===== config.mk =====
export PLATFORM = sky130hd
export DESIGN_NAME = warp_scheduler
export DESIGN_NICKNAME = d
export VERILOG_FILES = /design/src/rtl/warp_scheduler.sv
export SDC_FILE = /design/constraint.sdc
export NUM_CORES = 1
export LEC_CHECK = 0
export ABC_AREA = 1
export BUFFER_PORTS_ARGS = -buffer_cell sky130_fd_sc_hd__buf_2
export CORE_ASPECT_RATIO = 1.1
export CORE_UTILIZATION = 53
export CTS_BUF_LIST = sky130_fd_sc_hd__clkbuf_2 sky130_fd_sc_hd__clkbuf_4 sky130_fd_sc_hd__clkbuf_8
export DETAILED_ROUTE_END_ITERATION = 6
export PLACE_DENSITY = 0.86
export SYNTH_ARGS = -nofsm -noshare
export SYNTH_HDL_FRONTEND = slang
export SYNTH_SLANG_ARGS = --single-unit

===== constraint.sdc =====
create_clock -name clk -period 2.4 [get_ports clk]
set_input_delay 0.48 -clock clk [delete_from_list [all_inputs] [get_ports clk]]
set_output_delay 0.48 -clock clk [all_outputs]
set_load 0.03 [all_outputs]

===== src/rtl/warp_scheduler.sv =====
// Per-core instruction sequencer: walks one instruction at a time through
// fetch, decode, memory request/wait, execute and writeback for a block.
//
// state   | meaning
// --------+------------------------------------------------------------
// IDLE    | waiting for the dispatcher's start
// FETCH   | fetch_req held until the fetcher reports a valid instruction
// DECODE  | one-cycle decode pulse; op flags latched on exit
// REQUEST | one-cycle LSU request pulse to active threads (memory ops)
// WAIT    | retire LSU completions until no thread is pending
// EXECUTE | one-cycle ALU/LSU result-valid pulse
// UPDATE  | writeback pulse; advance pc or finish on HALT
// DONE    | block finished; held until start drops
module warp_scheduler #(
  parameter int THREADS = 4,
  parameter int PC_BITS = 8
) (
  input  logic               clk,
  input  logic               rst_n,
  input  logic               start,
  input  logic [THREADS-1:0] thread_mask,
  output logic               fetch_req,
  input  logic               fetch_done,
  output logic               decode_en,
  input  logic               is_ldr,
  input  logic               is_str,
  input  logic               is_halt,
  output logic [THREADS-1:0] mem_req,
  input  logic [THREADS-1:0] mem_done,
  output logic               execute_en,
  output logic               update_en,
  input  logic [PC_BITS-1:0] next_pc,
  output logic [PC_BITS-1:0] pc,
  output logic [2:0]         state,
  output logic               done
);

  localparam logic [2:0] S_IDLE    = 3'd0;
  localparam logic [2:0] S_FETCH   = 3'd1;
  localparam logic [2:0] S_DECODE  = 3'd2;
  localparam logic [2:0] S_REQUEST = 3'd3;
  localparam logic [2:0] S_WAIT    = 3'd4;
  localparam logic [2:0] S_EXECUTE = 3'd5;
  localparam logic [2:0] S_UPDATE  = 3'd6;
  localparam logic [2:0] S_DONE    = 3'd7;

  logic [2:0]         state_q;
  logic [2:0]         state_d;
  logic [PC_BITS-1:0] pc_q;
  logic [THREADS-1:0] act_mask;
  logic [THREADS-1:0] pending;
  logic               mem_op;
  logic               halt_op;
  logic               wait_clear;

  // Exit WAIT only on a cycle that begins with nothing outstanding, so a
  // non-memory instruction still spends exactly one cycle here.
  assign wait_clear = (pending == '0);

  always_comb begin
    state_d = state_q;
    case (state_q)
      S_IDLE: begin
        if (start) state_d = S_FETCH;
      end
      S_FETCH: begin
        if (fetch_done) state_d = S_DECODE;
      end
      S_DECODE: begin
        state_d = S_REQUEST;
      end
      S_REQUEST: begin
        state_d = S_WAIT;
      end
      S_WAIT: begin
        if (wait_clear) state_d = S_EXECUTE;
      end
      S_EXECUTE: begin
        state_d = S_UPDATE;
      end
      S_UPDATE: begin
        if (halt_op) state_d = S_DONE;
        else         state_d = S_FETCH;
      end
      S_DONE: begin
        if (!start) state_d = S_IDLE;
      end
      default: begin
        state_d = S_IDLE;
      end
    endcase
  end

  always_ff @(posedge clk or negedge rst_n) begin
    if (!rst_n) begin
      state_q <= S_IDLE;
    end else begin
      state_q <= state_d;
    end
  end

  // pc only ever takes next_pc verbatim; overflow is the PC unit's concern.
  always_ff @(posedge clk or negedge rst_n) begin
    if (!rst_n) begin
      pc_q <= '0;
    end else begin
      if (state_q == S_IDLE && start) begin
        pc_q <= '0;
      end else if (state_q == S_UPDATE && !halt_op) begin
        pc_q <= next_pc;
      end
    end
  end

  always_ff @(posedge clk or negedge rst_n) begin
    if (!rst_n) begin
      act_mask <= '0;
    end else if (state_q == S_IDLE && start) begin
      act_mask <= thread_mask;
    end
  end

  always_ff @(posedge clk or negedge rst_n) begin
    if (!rst_n) begin
      mem_op  <= 1'b0;
      halt_op <= 1'b0;
    end else if (state_q == S_DECODE) begin
      mem_op  <= is_ldr | is_str;
      halt_op <= is_halt;
    end
  end

  // Completions for threads that were never requested fall away in the AND.
  always_ff @(posedge clk or negedge rst_n) begin
    if (!rst_n) begin
      pending <= '0;
    end else begin
      case (state_q)
        S_REQUEST: pending <= mem_op ? act_mask : '0;
        S_WAIT:    pending <= pending & ~mem_done;
        S_IDLE:    pending <= '0;
        default:   pending <= pending;
      endcase
    end
  end

  assign fetch_req  = (state_q == S_FETCH);
  assign decode_en  = (state_q == S_DECODE);
  assign mem_req    = (state_q == S_REQUEST && mem_op) ? act_mask : '0;
  assign execute_en = (state_q == S_EXECUTE);
  assign update_en  = (state_q == S_UPDATE);
  assign done       = (state_q == S_DONE);
  assign pc         = pc_q;
  assign state      = state_q;

endmodule

==> impl_metrics.toml, run 1 <==
[run_status]
status = "complete, no violations"

[route]
vias_per_cell = 5.09
wl_per_cell_um = 11.2
drtAntennaViolNets = 0
drt-initial-drc-count = 31
wirelength_um = 2220
drc_errors = 0
vias = 1013
dr.pass1.iters = 4

[floorplan]
start_util = 0.582
num_rows = 16
core_mm2 = 0.00184
die_x_um = 44.9
die_area_mm2 = 0.00220
fp.dieH_um = 49.1
pin_count = 43

[worst_setup_path]
cp.required_ns = 1.92
cp_cell_sequence = "inv_2, nand4_2, nor2_1, buf_2"
cpPeakStageDelay_ns = 0.46
path_delay_family = "flip-flops"
critPathMaxFanout = 13
crit_buf_inv = 2
worstSetupPathType = "reg -> out"
end_kind = "output port"
cp.arrival_ns = 1.59
slowest_stage = "dfrtp_1"
worstSetupStartpointType = "flip-flop"

[cts]
cts_resized = 0
htreeDepth = 1
root_buffer = "clkbuf_4"
cts_tree = "done"
clock-sinks = 21
cts_buffer_depth = 2
ctsHoldBuffers = 0
cts_setup_buffers = 0
clk-insertion-delay-late_ns = 0.30
numCtsBuffers = 3
clk_pin_slew_ns = 0.12

[sta]
timing.hold.ws_ns = 0.103
setup-tns-final_ns = 0
hold_viol_final = 0
drv_slew = 0
skew_ns = 0.00121
rsz0062_at_grt = "no"
timing.fmax_mhz = 483
timing.final.crit_share = 0.862
layout_min_cycle_time_ns = 2.07
setup_viol = 0
slew_headroom = 0.699
worst_slew_pin_slew_ns = 0.451

[grt]
grt_max_degree = 22
antenna_found_initial = 0
grt-ovfl-total = 0
grt_usage = 0.218
grt_pass1_wl_um = 3600
grt_pass1_vias = 897

[layout]
syn_to_final_growth_pct = 20.8
layout_commonest_cell = "buf_2"
final_util = 0.702
drive_gt1_frac = 0.320
multi_input_area_um2 = 452
fin_nets = 196
regArea_um2 = 526
fillers = 164
n_antenna_cell = 0
final_cell_mix = "42 x buf_2, 32 x nand2_1, 21 x nand3_1, 21 x dfrtp_1, 15 x nor2_1"

[placement]
io_buffers = 42
dp.final_hpwl_um = 1680
globalplace.congestion = 0.833

[power]
power_uw = 1670
power.density_mw_per_mm2 = 1290
leakagePower_uw = 0.000760
ir_worst_vdd_mv = 0.730

[logic_synthesis]
synth-seq-cells = 21
syn_nets = 154
postSynthAreaPerCell_um2 = 8.18
yosys_warnings = 0
synth_area_mm2 = 0.00107
synth_cell_types = 18
syn_inst = 131
yosysSeqAreaShare = 0.491

[run]
cap_viol_max_count = 0

[worst_hold_path]
hold_path_class = "in -> async"
[cells in the mapped netlist]
master	instances	area share
a21oi_1	4	0.019
buf_4	2	0.014
buf_6	3	0.032
clkinv_1	1	0.0035
dfrtp_1	21	0.49
inv_1	9	0.032
inv_2	2	0.0070
nand2_1	32	0.11
nand2_2	1	0.0058
nand3_1	21	0.098
nand3_2	1	0.0093
nand3_4	1	0.016
nand4_2	1	0.012
nor2_1	15	0.053
nor2_2	1	0.0058
nor2_4	2	0.021
o21ai_0	12	0.056
o21bai_1	2	0.014
[worst paths after layout]
check / depth (start not counted) / start / slack, ns / endpoint
max: 4 / state[2]$_DFFE_PN0P_ / 0.33 / mem_req[3]
min: 1 / rst_n / 0.10 / state[0]$_DFFE_PN0P_
max reg2reg: 6 / state[0]$_DFFE_PN0P_ / 0.93 / pc[1]$_DFFE_PN0P_
min reg2reg: 2 / pc[7]$_DFFE_PN0P_ / 0.51 / pc[7]$_DFFE_PN0P_
max in group asynchronous: 1 / rst_n / 1.99 / state[1]$_DFFE_PN0P_
min in group clk: 3 / is_ldr / 0.39 / mem_op$_DFFE_PN0P_
[state kept, by name (all words and copies together), names as in the netlist]
register	count
pc	8
act_mask	4
pending	4
state	3
halt_op	1
mem_op	1
[through the flow]
step	worst slack, ns	instances	area [µm²]
6_report	0.330	199	1290
5_1_grt	0.214	199	1290
4_1_cts	0.346	199	1290
3_5_place_dp	0.692	195	1270
3_3_place_gp	0.757	195	1270
2_1_floorplan	0.500	131	1070
[metal layers]
layer  GRT usage  vias to the layer above  wire (µm)
met5           0                        -          0
met4      0.0859                        0         41
met3      0.0259                        6        129
met2       0.375                       42       1100
met1       0.271                      457        949
li1            -                      508          -
[logic make-up after synthesis]
kind of cell    share of synthesized area
compound gates                     0.0888
buf+inv                            0.0876
simple gates                        0.333
flops                               0.491
[where the power goes]
| part | total, µW | internal [µW] | leakage (µW) | switching, µW |
|---|---|---|---|---|
| Clock | 171 | 62.1 | 0.0000177 | 109 |
| Combinational | 881 | 261 | 0.000477 | 620 |
| Sequential | 619 | 499 | 0.000266 | 120 |
| Total | 1670 | 822 | 0.000760 | 849 |
[area by class of cell]
class,count,area share
clock buffers,3,0.0174
flip-flops and latches,21,0.406
multi-input cells,93,0.349
inverters,12,0.0348
well taps,27,0.0261
clock inverters,1,0.00387
repair buffers,42,0.162
(Power assumes the default switching activity.)
==> run 2: changes to the inputs <==
- CELL_PAD_IN_SITES_DETAIL_PLACEMENT: unset -> 1
- CELL_PAD_IN_SITES_GLOBAL_PLACEMENT: unset -> 1
- CORE_UTILIZATION: 53 -> 38
- PLACE_DENSITY: 0.86 -> 0.93
==> run 2 against run 1 <==
Final area up 0.39%. Final cell count rose by 2.0%. Count of clock-buffer cells in the layout is the same. Worst hold slack improved by 0.0070 ns. Sequential cell count unchanged. Largest power group unchanged. Die area grew 38%. Core utilization is 20 points lower. Combinational power up 3.2%.
==> impl_metrics.toml, run 2 (synthesis results as in run 1) <==
[layout]
final_cell_mix = "42 x buf_2, 32 x nand2_1, 21 x nand3_1, 21 x dfrtp_1, 15 x nor2_1"
fin_nets = 196
n_antenna_cell = 0
fillers = 344
regArea_um2 = 526
multi_input_area_um2 = 452
syn_to_final_growth_pct = 21.3
layout_commonest_cell = "buf_2"
largest_reg_flops = 8
final_util = 0.501
drive_gt1_frac = 0.320
fin_area_mm2 = 0.00130

[sta]
drv_slew = 0
layout_min_cycle_time_ns = 2.12
timing.final.crit_share = 0.883
timing.hold.ws_ns = 0.110
timing.fmax_mhz = 472
skew_ns = 0.00666
rsz0062_at_grt = "no"
worst_slack_ns = 0.281
setup_viol = 0
hold_viol_final = 0
slew_headroom = 0.677
setup-tns-final_ns = 0
worst_slew_pin_slew_ns = 0.485

[placement]
post-place-ws_ns = 0.610
dp.final_hpwl_um = 2240
io_buffers = 42
place_area_mm2 = 0.00127
globalplace.congestion = 0.798

[route]
vias = 1030
vias_per_cell = 5.07
drt-initial-drc-count = 11
wirelength_um = 2930
drc_errors = 0
wl_per_cell_um = 14.4
drtAntennaViolNets = 0
dr.pass1.iters = 4

[cts]
cts_tree = "done"
cts_resized = 0
cts_buffer_depth = 2
clk_pin_slew_ns = 0.12
clk-insertion-delay-late_ns = 0.31
numCtsBuffers = 3
htreeDepth = 1
ctsHoldBuffers = 0
cts_setup_buffers = 0
clock-sinks = 21
root_buffer = "clkbuf_4"

[grt]
grtUsageMet1 = 0.247
grt_pass1_vias = 1058
grt_usage = 0.208
grtUsageMet3 = 0.0289
grt-ovfl-total = 0
use_met2 = 0.376
grt.busiest_layer = "met2"
grt_max_degree = 22
grt_pass1_wl_um = 4610
antenna_found_initial = 0

[worst_setup_path]
cp_cell_sequence = "inv_2, nand4_2, nor2_1, buf_2"
end_kind = "output port"
slowest_stage = "dfrtp_1"
worstSetupStartpointType = "flip-flop"
critPathMaxFanout = 13
cp.required_ns = 1.92
cpPeakStageDelay_ns = 0.46
worstSetupPathType = "reg -> out"
reg2reg_depth = 5
cp.arrival_ns = 1.64

[floorplan]
core_mm2 = 0.00259
start_util = 0.413
die_area_mm2 = 0.00304
die_x_um = 52.6
num_rows = 19
fp.dieH_um = 57.7
pin_count = 43

[power]
ir_worst_vdd_mv = 0.680
leakagePower_uw = 0.000760
power.density_mw_per_mm2 = 1320

[run]
cap_viol_max_count = 0

[run_status]
status = "complete, no violations"

[worst_hold_path]
hold_path_class = "in -> async"
run 2: cell counts in the layout (fill, tap and decap cells not counted):
No cell type changed its count.
run 2: worst max-delay path, delay by kind of cell, from the launching register on:
family	cells	cell delay (ns)
buffers and inverters	2	0.46
flip-flops	1	0.46
AND/OR/NAND/NOR	2	0.40
run 2: per-layer routing:
layer	vias to the layer above	share of wire
li1	501	-
met1	485	0.41
met2	37	0.52
met3	7	0.055
met4	0	0.019
met5	-	0
run 2: final cells by class:
type / count / area share
Inverter: 12 / 0.0347
Clock buffer: 3 / 0.0173
Timing Repair Buffer: 42 / 0.162
Multi-Input combinational cell: 93 / 0.348
Sequential cell: 21 / 0.405
Tap cell: 31 / 0.0299
Clock inverter: 1 / 0.00385
run 2: metrics by stage:
stage	cells	power, µW
after global placement	199	1490
after detailed placement	199	1550
after global routing	203	1850
final	203	1720
after CTS	203	1740
after floorplan	131	1320
run 2: worst paths after layout:
check	start	to	slack, ns
hold / removal	rst_n	pc[2]$_DFFE_PN0P_	0.11
hold reg to reg	pc[2]$_DFFE_PN0P_	pc[2]$_DFFE_PN0P_	0.52
setup reg to reg	state[1]$_DFFE_PN0P_	pc[6]$_DFFE_PN0P_	0.86
min in group clk	is_halt	halt_op$_DFFE_PN0P_	0.38
max in group asynchronous	rst_n	pending[0]$_DFFE_PN0P_	1.96
setup / recovery	state[2]$_DFFE_PN0P_	mem_req[3]	0.28
run 2: report_power, final:
part	total (µW)	switching, µW	internal, µW
Sequential	632	133	499
Combinational	909	648	261
Clock	176	114	62.3
Total	1720	895	822
